## src/rtl/tdm_pkg.sv

```systemverilog
// Shared constants and state encoding for the four-slot TDM demultiplexer.
package tdm_pkg;

    localparam int unsigned NUM_SLOTS = 4;
    localparam int unsigned SLOT_W    = 2;
    localparam int unsigned MISS_W    = 4;

    typedef enum logic {
        HUNT   = 1'b0,
        LOCKED = 1'b1
    } tdm_state_e;

endpackage

```

## src/rtl/tdm_slot_ctr.sv

```systemverilog
// Slot counter for the TDM demultiplexer: increments per accepted sample,
// can be forced to 1 on resync or cleared on lock loss.
module tdm_slot_ctr
    import tdm_pkg::*;
(
    input  logic              clk,
    input  logic              rst_n,
    input  logic              clr,
    input  logic              load1,
    input  logic              inc,
    output logic [SLOT_W-1:0] slot,
    output logic              last
);

    logic [SLOT_W-1:0] slot_d;
    logic [SLOT_W-1:0] slot_q;

    always_comb begin
        slot_d = slot_q;
        if (clr) begin
            slot_d = '0;
        end else if (load1) begin
            slot_d = SLOT_W'(1);
        end else if (inc) begin
            slot_d = slot_q + 1'b1;
        end
    end

    always_ff @(posedge clk or negedge rst_n) begin
        if (!rst_n) begin
            slot_q <= '0;
        end else begin
            slot_q <= slot_d;
        end
    end

    assign slot = slot_q;
    assign last = (slot_q == SLOT_W'(NUM_SLOTS - 1));

endmodule

```

## src/rtl/tdm_demux4.sv

```systemverilog
// Four-slot TDM demultiplexer: aligns to the slot-0 sync marker, rebuilds each
// frame in a shadow buffer and publishes complete frames with a valid strobe.
module tdm_demux4
    import tdm_pkg::*;
#(
    parameter int unsigned WIDTH    = 1,
    parameter int unsigned MAX_MISS = 2
) (
    input  logic             clk,
    input  logic             rst_n,
    input  logic             en,
    input  logic [WIDTH-1:0] din,
    input  logic             sync,
    output logic [WIDTH-1:0] ch0,
    output logic [WIDTH-1:0] ch1,
    output logic [WIDTH-1:0] ch2,
    output logic [WIDTH-1:0] ch3,
    output logic             frame_valid,
    output logic             locked,
    output logic             sync_err,
    output logic [1:0]       slot
);

    tdm_state_e        state_d, state_q;
    logic [WIDTH-1:0]  shadow_d [NUM_SLOTS-1];
    logic [WIDTH-1:0]  shadow_q [NUM_SLOTS-1];
    logic [WIDTH-1:0]  ch_d     [NUM_SLOTS];
    logic [WIDTH-1:0]  ch_q     [NUM_SLOTS];
    logic [MISS_W-1:0] miss_d, miss_q;
    logic [MISS_W-1:0] miss_inc;
    logic              frame_valid_d, frame_valid_q;
    logic              sync_err_d, sync_err_q;
    logic              ctr_clr, ctr_load1, ctr_inc, ctr_last;
    logic [SLOT_W-1:0] cur_slot;

    tdm_slot_ctr u_slot_ctr (
        .clk   (clk),
        .rst_n (rst_n),
        .clr   (ctr_clr),
        .load1 (ctr_load1),
        .inc   (ctr_inc),
        .slot  (cur_slot),
        .last  (ctr_last)
    );

    assign miss_inc = miss_q + 1'b1;

    always_comb begin
        state_d       = state_q;
        shadow_d      = shadow_q;
        ch_d          = ch_q;
        miss_d        = miss_q;
        frame_valid_d = 1'b0;
        sync_err_d    = 1'b0;
        ctr_clr       = 1'b0;
        ctr_load1     = 1'b0;
        ctr_inc       = 1'b0;

        if (en) begin
            unique case (state_q)
                HUNT: begin
                    if (sync) begin
                        shadow_d[0] = din;
                        ctr_load1   = 1'b1;
                        miss_d      = '0;
                        state_d     = LOCKED;
                    end
                end
                LOCKED: begin
                    if (cur_slot == '0) begin
                        if (sync) begin
                            shadow_d[0] = din;
                            ctr_inc     = 1'b1;
                            miss_d      = '0;
                        end else if (miss_inc >= MISS_W'(MAX_MISS)) begin
                            // Flywheel exhausted: this sample is dropped, not kept as slot 0.
                            state_d    = HUNT;
                            ctr_clr    = 1'b1;
                            miss_d     = '0;
                            sync_err_d = 1'b1;
                        end else begin
                            shadow_d[0] = din;
                            ctr_inc     = 1'b1;
                            miss_d      = miss_inc;
                        end
                    end else if (sync) begin
                        shadow_d[0] = din;
                        ctr_load1   = 1'b1;
                        miss_d      = '0;
                        sync_err_d  = 1'b1;
                    end else if (ctr_last) begin
                        for (int unsigned i = 0; i < NUM_SLOTS - 1; i++) begin
                            ch_d[i] = shadow_q[i];
                        end
                        ch_d[NUM_SLOTS-1] = din;
                        frame_valid_d     = 1'b1;
                        ctr_inc           = 1'b1;
                    end else begin
                        for (int unsigned i = 0; i < NUM_SLOTS - 1; i++) begin
                            if (cur_slot == SLOT_W'(i)) begin
                                shadow_d[i] = din;
                            end
                        end
                        ctr_inc = 1'b1;
                    end
                end
                default: state_d = HUNT;
            endcase
        end
    end

    always_ff @(posedge clk or negedge rst_n) begin
        if (!rst_n) begin
            state_q       <= HUNT;
            shadow_q      <= '{default: '0};
            ch_q          <= '{default: '0};
            miss_q        <= '0;
            frame_valid_q <= 1'b0;
            sync_err_q    <= 1'b0;
        end else begin
            state_q       <= state_d;
            shadow_q      <= shadow_d;
            ch_q          <= ch_d;
            miss_q        <= miss_d;
            frame_valid_q <= frame_valid_d;
            sync_err_q    <= sync_err_d;
        end
    end

    assign ch0         = ch_q[0];
    assign ch1         = ch_q[1];
    assign ch2         = ch_q[2];
    assign ch3         = ch_q[3];
    assign frame_valid = frame_valid_q;
    assign sync_err    = sync_err_q;
    assign locked      = (state_q == LOCKED);
    assign slot        = cur_slot;

endmodule

```

## config.mk

```make
export PLATFORM = sky130hd
export DESIGN_NAME = tdm_demux4
export DESIGN_NICKNAME = d
export VERILOG_FILES = /design/src/rtl/tdm_pkg.sv /design/src/rtl/tdm_slot_ctr.sv /design/src/rtl/tdm_demux4.sv
export SDC_FILE = /design/constraint.sdc
export NUM_CORES = 1
export LEC_CHECK = 0
export CAP_MARGIN = 20
export CORE_MARGIN = 10
export CORE_UTILIZATION = 44
export CTS_CLUSTER_SIZE = 28
export DETAILED_ROUTE_END_ITERATION = 16
export PLACE_DENSITY = 0.68
export RECOVER_POWER = 25
export SLEW_MARGIN = 20
export SYNTH_ARGS = -nofsm -noshare
export SYNTH_HDL_FRONTEND = slang
export SYNTH_SLANG_ARGS = --single-unit
```

## constraint.sdc

```tcl
create_clock -name clk -period 1.47 [get_ports clk]
set_input_delay 0.294 -clock clk [delete_from_list [all_inputs] [get_ports clk]]
set_output_delay 0.294 -clock clk [all_outputs]
set_load 0.01 [all_outputs]
```

### Word-level counts from Yosys, hierarchy flattened

Cells that the tools add are included.
W data, S select, Z words.

| cells by class | value |
|---|---|
| add/subtract/negate cells | 2 |
| magnitude comparators | 1 |
| eq/ne operators | 6 |
| multiplexer cells | 39 |
| bitwise gates (word level) | 4 |
| reductions and logical operators | 6 |

Operators by type and width:

| cell | number |
|---|---|
| $mux W1 | 28 |
| $mux W4 | 4 |
| $reduce_and A6 Y1 | 2 |
| $pmux W4 S2 | 1 |
| $mux W2 | 3 |
| $pmux W1 S2 | 3 |
| $reduce_and A5 Y1 | 1 |
| $add A4 B1 Y4 const B | 1 |
| $eq A2 B2 Y1 const B | 2 |
| $ge A4 B2 Y1 const B | 1 |
| $not A1 Y1 | 4 |
| $reduce_and A4 Y1 | 1 |
| $ne A3 B2 Y1 const B | 1 |
| $ne A3 B3 Y1 const B | 1 |
| $reduce_bool A3 Y1 | 1 |
| $add A2 B1 Y2 const B | 1 |
| $eq A2 B1 Y1 const B | 1 |
| $logic_not A2 Y1 | 1 |
| $ne A2 B2 Y1 const B | 1 |

| storage, ports and cells | value |
|---|---|
| register bits | 16 |
| input port bits | 5 |
| output and inout bits | 9 |
| word-level logic and storage cells | 70 |

### Depth between registers and ports, before layout

| logic depth | value |
|---|---|
| word-level depth | 10 |
| gate-level depth with buffers | 6 |
| mapped depth without buffers | 6 |

### By module

From an unflattened synthesis, not the netlist that was laid out.

| second synthesis, totals | value |
|---|---|
| cell total of the unflattened synthesis | 68 |
| area, all modules | 825.8 µm² |

By module, submodules not included:

| module | times used | cells an instance | area each (µm²) | sequential area each (µm²) |
|---|---|---|---|---|
| tdm_demux4 | 1 | 60 | 730.7 | 350.3 |
| tdm_slot_ctr | 1 | 8 | 95.1 | 50.0 |

### Least setup slack after synthesis

OpenSTA, ideal clock, no wires.

| timing path | value |
|---|---|
| kind | register -> register |
| start | reg u_slot_ctr.slot_q[0], in the netlist u_slot_ctr.slot[0] |
| end | reg ch_q (netlist bit ch3) |
| setup time | 0.125 ns |
| arrival | 1.541 ns |
| data required time | 1.345 ns |
| path slack | -0.196 ns |
| stages on the path, launching flop included | 5 |
| buffers on the path | 0 |
| clock period less this slack | 1.666 ns |
| path through | dfrtp_1 inv_1 ha_1 nor4b_4 mux2_2 |

| on the way | value |
|---|---|
| longest elaborated chain between the ends | 3 |
| elaborated cells between the ends (all ways) | 4 |
| those cells by class | eq/ne (1); bitwise (1); reduce/logical (2) |

RTL lines:

| item | RTL line | text |
|---|---|---|
| start, declared | tdm_slot_ctr.sv:16 | `logic [SLOT_W-1:0] slot_q;` |
| start signal, assigned | tdm_slot_ctr.sv:33 | `slot_q <= slot_d;` |
| $logic_not A2 Y1 | tdm_demux4.sv:70 | `if (cur_slot == '0) begin` |
| $not A1 Y1 (no source line) | -- |  |
| $reduce_and A5 Y1 (no source line) * | -- |  |
| end signal, assigned | tdm_demux4.sv:123 | `ch_q <= ch_d;` |
| end, declared | tdm_demux4.sv:28 | `logic [WIDTH-1:0] ch_q [NUM_SLOTS];` |

Every way passes the cells marked *; elsewhere a longest branch is shown, timed or not.
A chain may end at the register's enable or synchronous reset.

### Worst setup path after layout

| timing path | value |
|---|---|
| start | reg miss_q[0] |
| end | reg shadow_q[2] (netlist bit) |

| on the way | value |
|---|---|
| longest elaborated chain between the ends | 4 |

RTL lines:

| item | RTL line | text |
|---|---|---|
| start, declared | tdm_demux4.sv:29 | `logic [MISS_W-1:0] miss_d, miss_q;` |
| start signal, assigned | tdm_demux4.sv:124 | `miss_q <= miss_d;` |
| $add A4 B1 Y4 | tdm_demux4.sv:46 | `assign miss_inc = miss_q + 1'b1;` |
| $ge A4 B2 Y1 | tdm_demux4.sv:75 | `end else if (miss_inc >= MISS_W'(MAX_MISS)) begin` |
| $ne A3 B3 Y1 (no source line) | -- |  |
| $reduce_and A4 Y1 (no source line) | -- |  |
| end signal, assigned | tdm_demux4.sv:122 | `shadow_q <= shadow_d;` |
| end, declared | tdm_demux4.sv:26 | `logic [WIDTH-1:0] shadow_q [NUM_SLOTS-1];` |

No other way between the ends.

==> results.md <==
STA:
- For the pin with the worst max-slew slack, the measured transition is 0.856 ns.
- The share of the clock period used by the worst path after layout is 104%.
- The worst setup skew after layout is 0.00169 ns.
- The final critical delay including setup and external delays is 1.53 ns.
- The final hold violation count came to 0.
- The relative slew slack is 42.9%.
- The number of slew-limit violations in the final report is 0.
- Setup repair after global routing could not meet its margin everywhere.
- The final setup violation count is 2.
- The fmax is 655 MHz.
- Across all setup checks in the final design, the least slack found is -0.0576 ns.

Detailed routing:
- Using the TritonRoute via totals, the vias-per-cell ratio works out to 5.18.
- For this run, the detailed router's first-pass iteration total came to 2.
- After detailed routing, the number of remaining DRC violations is 0.
- The final routed wirelength across all metal layers is 1780 um.
- In the final routed layout, each cell accounts on average for 14.8 um.
- The number of nets with antenna violations after routing is 0.
- Summing over every cut layer, the via total after detailed routing is 622.
- The detailed router finished its first iteration with 3 violations.

Job:
- Max-cap violations in this run came to 0.

Hold path:
- The tightest min-delay check is of the flip-flop to flip-flop type.
- The critical hold path startpoint is ch1.

Worst setup path:
- Walking the worst path, the cells encountered are ha_4 -> xnor2_2 -> o2111ai_2 -> a31oi_1 -> mux2_2.
- The nature of the critical path endpoint is a flip-flop.
- The critical path arrival is 1.71 ns.
- The worst setup path is launched from a flip-flop.
- The maximum cell stage delay along the critical path is 0.47 ns.
- The worst setup path startpoint is miss_q[0].
- For this design, the slowest cell found on the critical path is dfrtp_2.
- The startpoint identified for the worst register-to-register timing path is miss_q[0].
- In this run the worst path has a maximum fanout of 5.
- The setup path with the least slack is of type flip-flop to flip-flop.
- The worst endpoint required time is 1.65 ns.

CTS:
- For this design, the CTS-stage hold fixing added 0 buffers.
- The maximum count of clock buffers along a single path is 2.
- The worst-skew pair later-pin latency is 0.29 ns.
- The clock drives 16 sinks.
- The tree is rooted in a clkbuf_4.
- The TritonCTS clock tree is built.
- In this run the number of H-tree levels came out at 1.
- The number of buffers created by CTS is 3.
- The clock transition time at the flip-flop clock pins of the worst setup and hold paths is 0.09 ns.

Status:
- The checks that failed: setup timing.
- The flow ran to the end, but the final reports show violations.

GRT:
- The first global-routing pass estimated 2590 um of wire.
- The routing usage on met2 is 14.6%.
- The global routing stage identified its most utilized layer as met2.
- The remaining global-route overflow is 0.
- Global routing consumed, on the met3 layer, 4.07% of the routing resources.
- The via count of the first global-routing pass is 613.
- Entering global routing, the biggest net connects 17 pins.
- The aggregate global-route resource usage is 9.20%.
- The initial antenna violation count is 0.
- For met1 alone, demand over resource in global routing was 10.1%.

Placement:
- Counting tap cells, the placed design contains a total of 111 instances.
- Routability-driven placement finished with a final weighted congestion of 0.799.
- In this run the tool buffered the top-level ports with 13 buffer cells.
- Detailed placement finished with a half-perimeter wire length of 1240 um.

Die:
- The chip height is 61.9 um.
- The die area is 3830 um^2.
- The row count is 15.
- The core region is 1690 um^2.
- During I/O placement, the number of pins put on the boundary was 14.
- The effective utilization at floorplan is 45.8%.
- From left edge to right edge, the die measures 61.9 um.

Synthesis:
- During synthesis, Yosys emitted a total of 0 warnings.
- dfrtp_1 takes more of the synthesized area than any other cell.
- The area of the mapped netlist is 773 um^2.
- A synthesized cell averages 12.5 um^2.
- Summed over its instances, the top area cell type makes up 51.8% of the synthesized netlist area.
- The number of nets handed over by synthesis was 73.
- The number of instances in the synthesized netlist is 62.
- The number of different library cells used by synthesis comes to 23.
- Ranked by total cell area, the synthesized netlist is headed by dfrtp_1 (52%), mux2_2 (10%), ha_1 (9.7%).
- For this run, the register share of the synthesized area comes to 51.8%.
- The post-synthesis register bit count is 16.

Pwr:
- The cell internal power dissipation is 1380 uW.
- The reported leakage power is 0.000608 uW.
- The maximum vdd ir drop is 0.000998 V.
- The logic gate share of total power is 53.0%.
- Of the total power, the share spent switching nets is 33.1%.
- The power density relative to cell area is 1690 nW/um^2.
- The clock network power share is 14.0%.
- The power spent charging and discharging nets is 685 uW.
- The power share of the sequential group is 33.0%.

Cells and area:
- The filler-free cell count of the finished design is 120.
- 0 antenna diodes ended up in the layout.
- The synthesis-to-finish area growth is 57.8%.
- The total number of nets in the final design is 115.
- In the final layout, the share of cells above drive strength 1 is 51.5%.
- Measured on the finished design, the core utilization comes to 72.2%.
## area by class of cell
class | count | area, um^2
clock buffer | 4 | 36.3
fill | 123 | 469
inverter | 5 | 18.8
multi-input combinational | 41 | 432
sequential | 16 | 405
tap | 17 | 21.3
timing repair buffer | 37 | 307
## path summary, 6_finish.rpt
kind / endpoint / slack (ns) / cells after the start
max: shadow_q[2] / -0.06 / 5
min in group asynchronous: sync_err / 0.63 / 2
min: ch1 / 0.51 / 1
max reg2reg: shadow_q[2] / -0.06 / 5
max in group asynchronous: miss_q[0] / 0.26 / 2
min reg2reg: ch1 / 0.51 / 1
## critical path: cells and delay by family (launching register included)
kind	cells	cell delay [ns]
flip-flops	1	0.47
multiplexers	1	0.34
AO/OA/AOI/OAI	2	0.30
adder cells (fa/ha/maj)	1	0.18
XOR/XNOR	1	0.13
## routing by layer
layer | up-vias | part of all wire, %
li1 | 306 | -
met1 | 302 | 43
met2 | 10 | 50
met3 | 4 | 5.2
met4 | 0 | 1.8
met5 | - | 0
## synthesized netlist by cell type (all sizes together)
cell type,n
nand3,4
a21o,1
mux2,7
nand2b,1
and4,1
a22o,1
o21ai,1
and2b,1
nor2,2
nand2,4
inv,5
nor4b,1
and2,2
dfrtp,16
a32o,1
o2111ai,1
ha,6
o31ai,1
a21oi,2
o2bb2ai,1
xnor2,1
a31oi,2
## logic make-up (layout without fill, tap and decap cells)
logic type / Yosys count / count (layout) / synth area share, %
muxes: 7 / 7 / 10.2
AOI/OAI and AO/OA: 11 / 11 / 11.2
buffers and inverters: 5 / 46 / 2.43
adders and majority gates: 6 / 6 / 9.71
and+or+nand+nor: 16 / 16 / 13.6
DFF: 16 / 16 / 51.8
xor gates and xnor gates: 1 / 1 / 1.13
## state kept, by name, summed over array words and instances, names as in the netlist
| signal | flops |
|---|---|
| u_slot_ctr.slot | 2 |
| ch2 | 1 |
| ch1 | 1 |
| sync_err | 1 |
| locked | 1 |
| shadow_q | 3 |
| ch0 | 1 |
| ch3 | 1 |
| miss_q | 4 |
| frame_valid | 1 |
## power by group through the flow
stage	Combinational, uW	Clock (uW)	Sequential (uW)
floorplan	407	0	731
global placement	965	0	680
detailed placement	971	0	686
CTS	1000	298	662
global route	1190	328	704
finish	1100	290	681
## metrics by stage
| stage | TNS, ns | hold WS (ns) | worst slack [ns] | total power, uW | instance area, um^2 |
|---|---|---|---|---|---|
| after floorplan | -0.0604 | -0.00159 | -0.0604 | 1140 | 798 |
| after detailed placement | -2.44 | 0.486 | -0.297 | 1660 | 1090 |
| after global routing | -0.404 | 0.544 | -0.118 | 2230 | 1220 |
| after CTS | -0.0821 | 0.331 | -0.0507 | 1960 | 1150 |
| final | -0.0602 | 0.512 | -0.0576 | 2070 | 1220 |
| after global placement | -2.42 | 0.480 | -0.306 | 1650 | 1090 |
## placed cells by master (no fill, tap or decap), drive strengths merged
| cell | instances |
|---|---|
| a21o | 1 |
| a21oi | 2 |
| a22o | 1 |
| a31oi | 2 |
| a32o | 1 |
| and2 | 2 |
| and2b | 1 |
| and4 | 1 |
| buf | 23 |
| clkbuf | 6 |
| clkdlybuf4s50 | 3 |
| dfrtp | 16 |
| dlygate4sd2 | 6 |
| dlygate4sd3 | 1 |
| dlymetal6s2s | 2 |
| ha | 6 |
| inv | 5 |
| mux2 | 7 |
| nand2 | 4 |
| nand2b | 1 |
| nand3 | 4 |
| nor2 | 2 |
| nor4b | 1 |
| o2111ai | 1 |
| o21ai | 1 |
| o2bb2ai | 1 |
| o31ai | 1 |
| xnor2 | 1 |
## what timing repair did
action | in CTS | in global routing
pin swaps | 3 | 6
gates cloned | 0 | 0
gates resized for setup | 10 | 15
buffers inserted | 2 | 3
endpoints found under the setup margin | 9 | 11
Note: power is estimated with default switching activity, not from simulation.
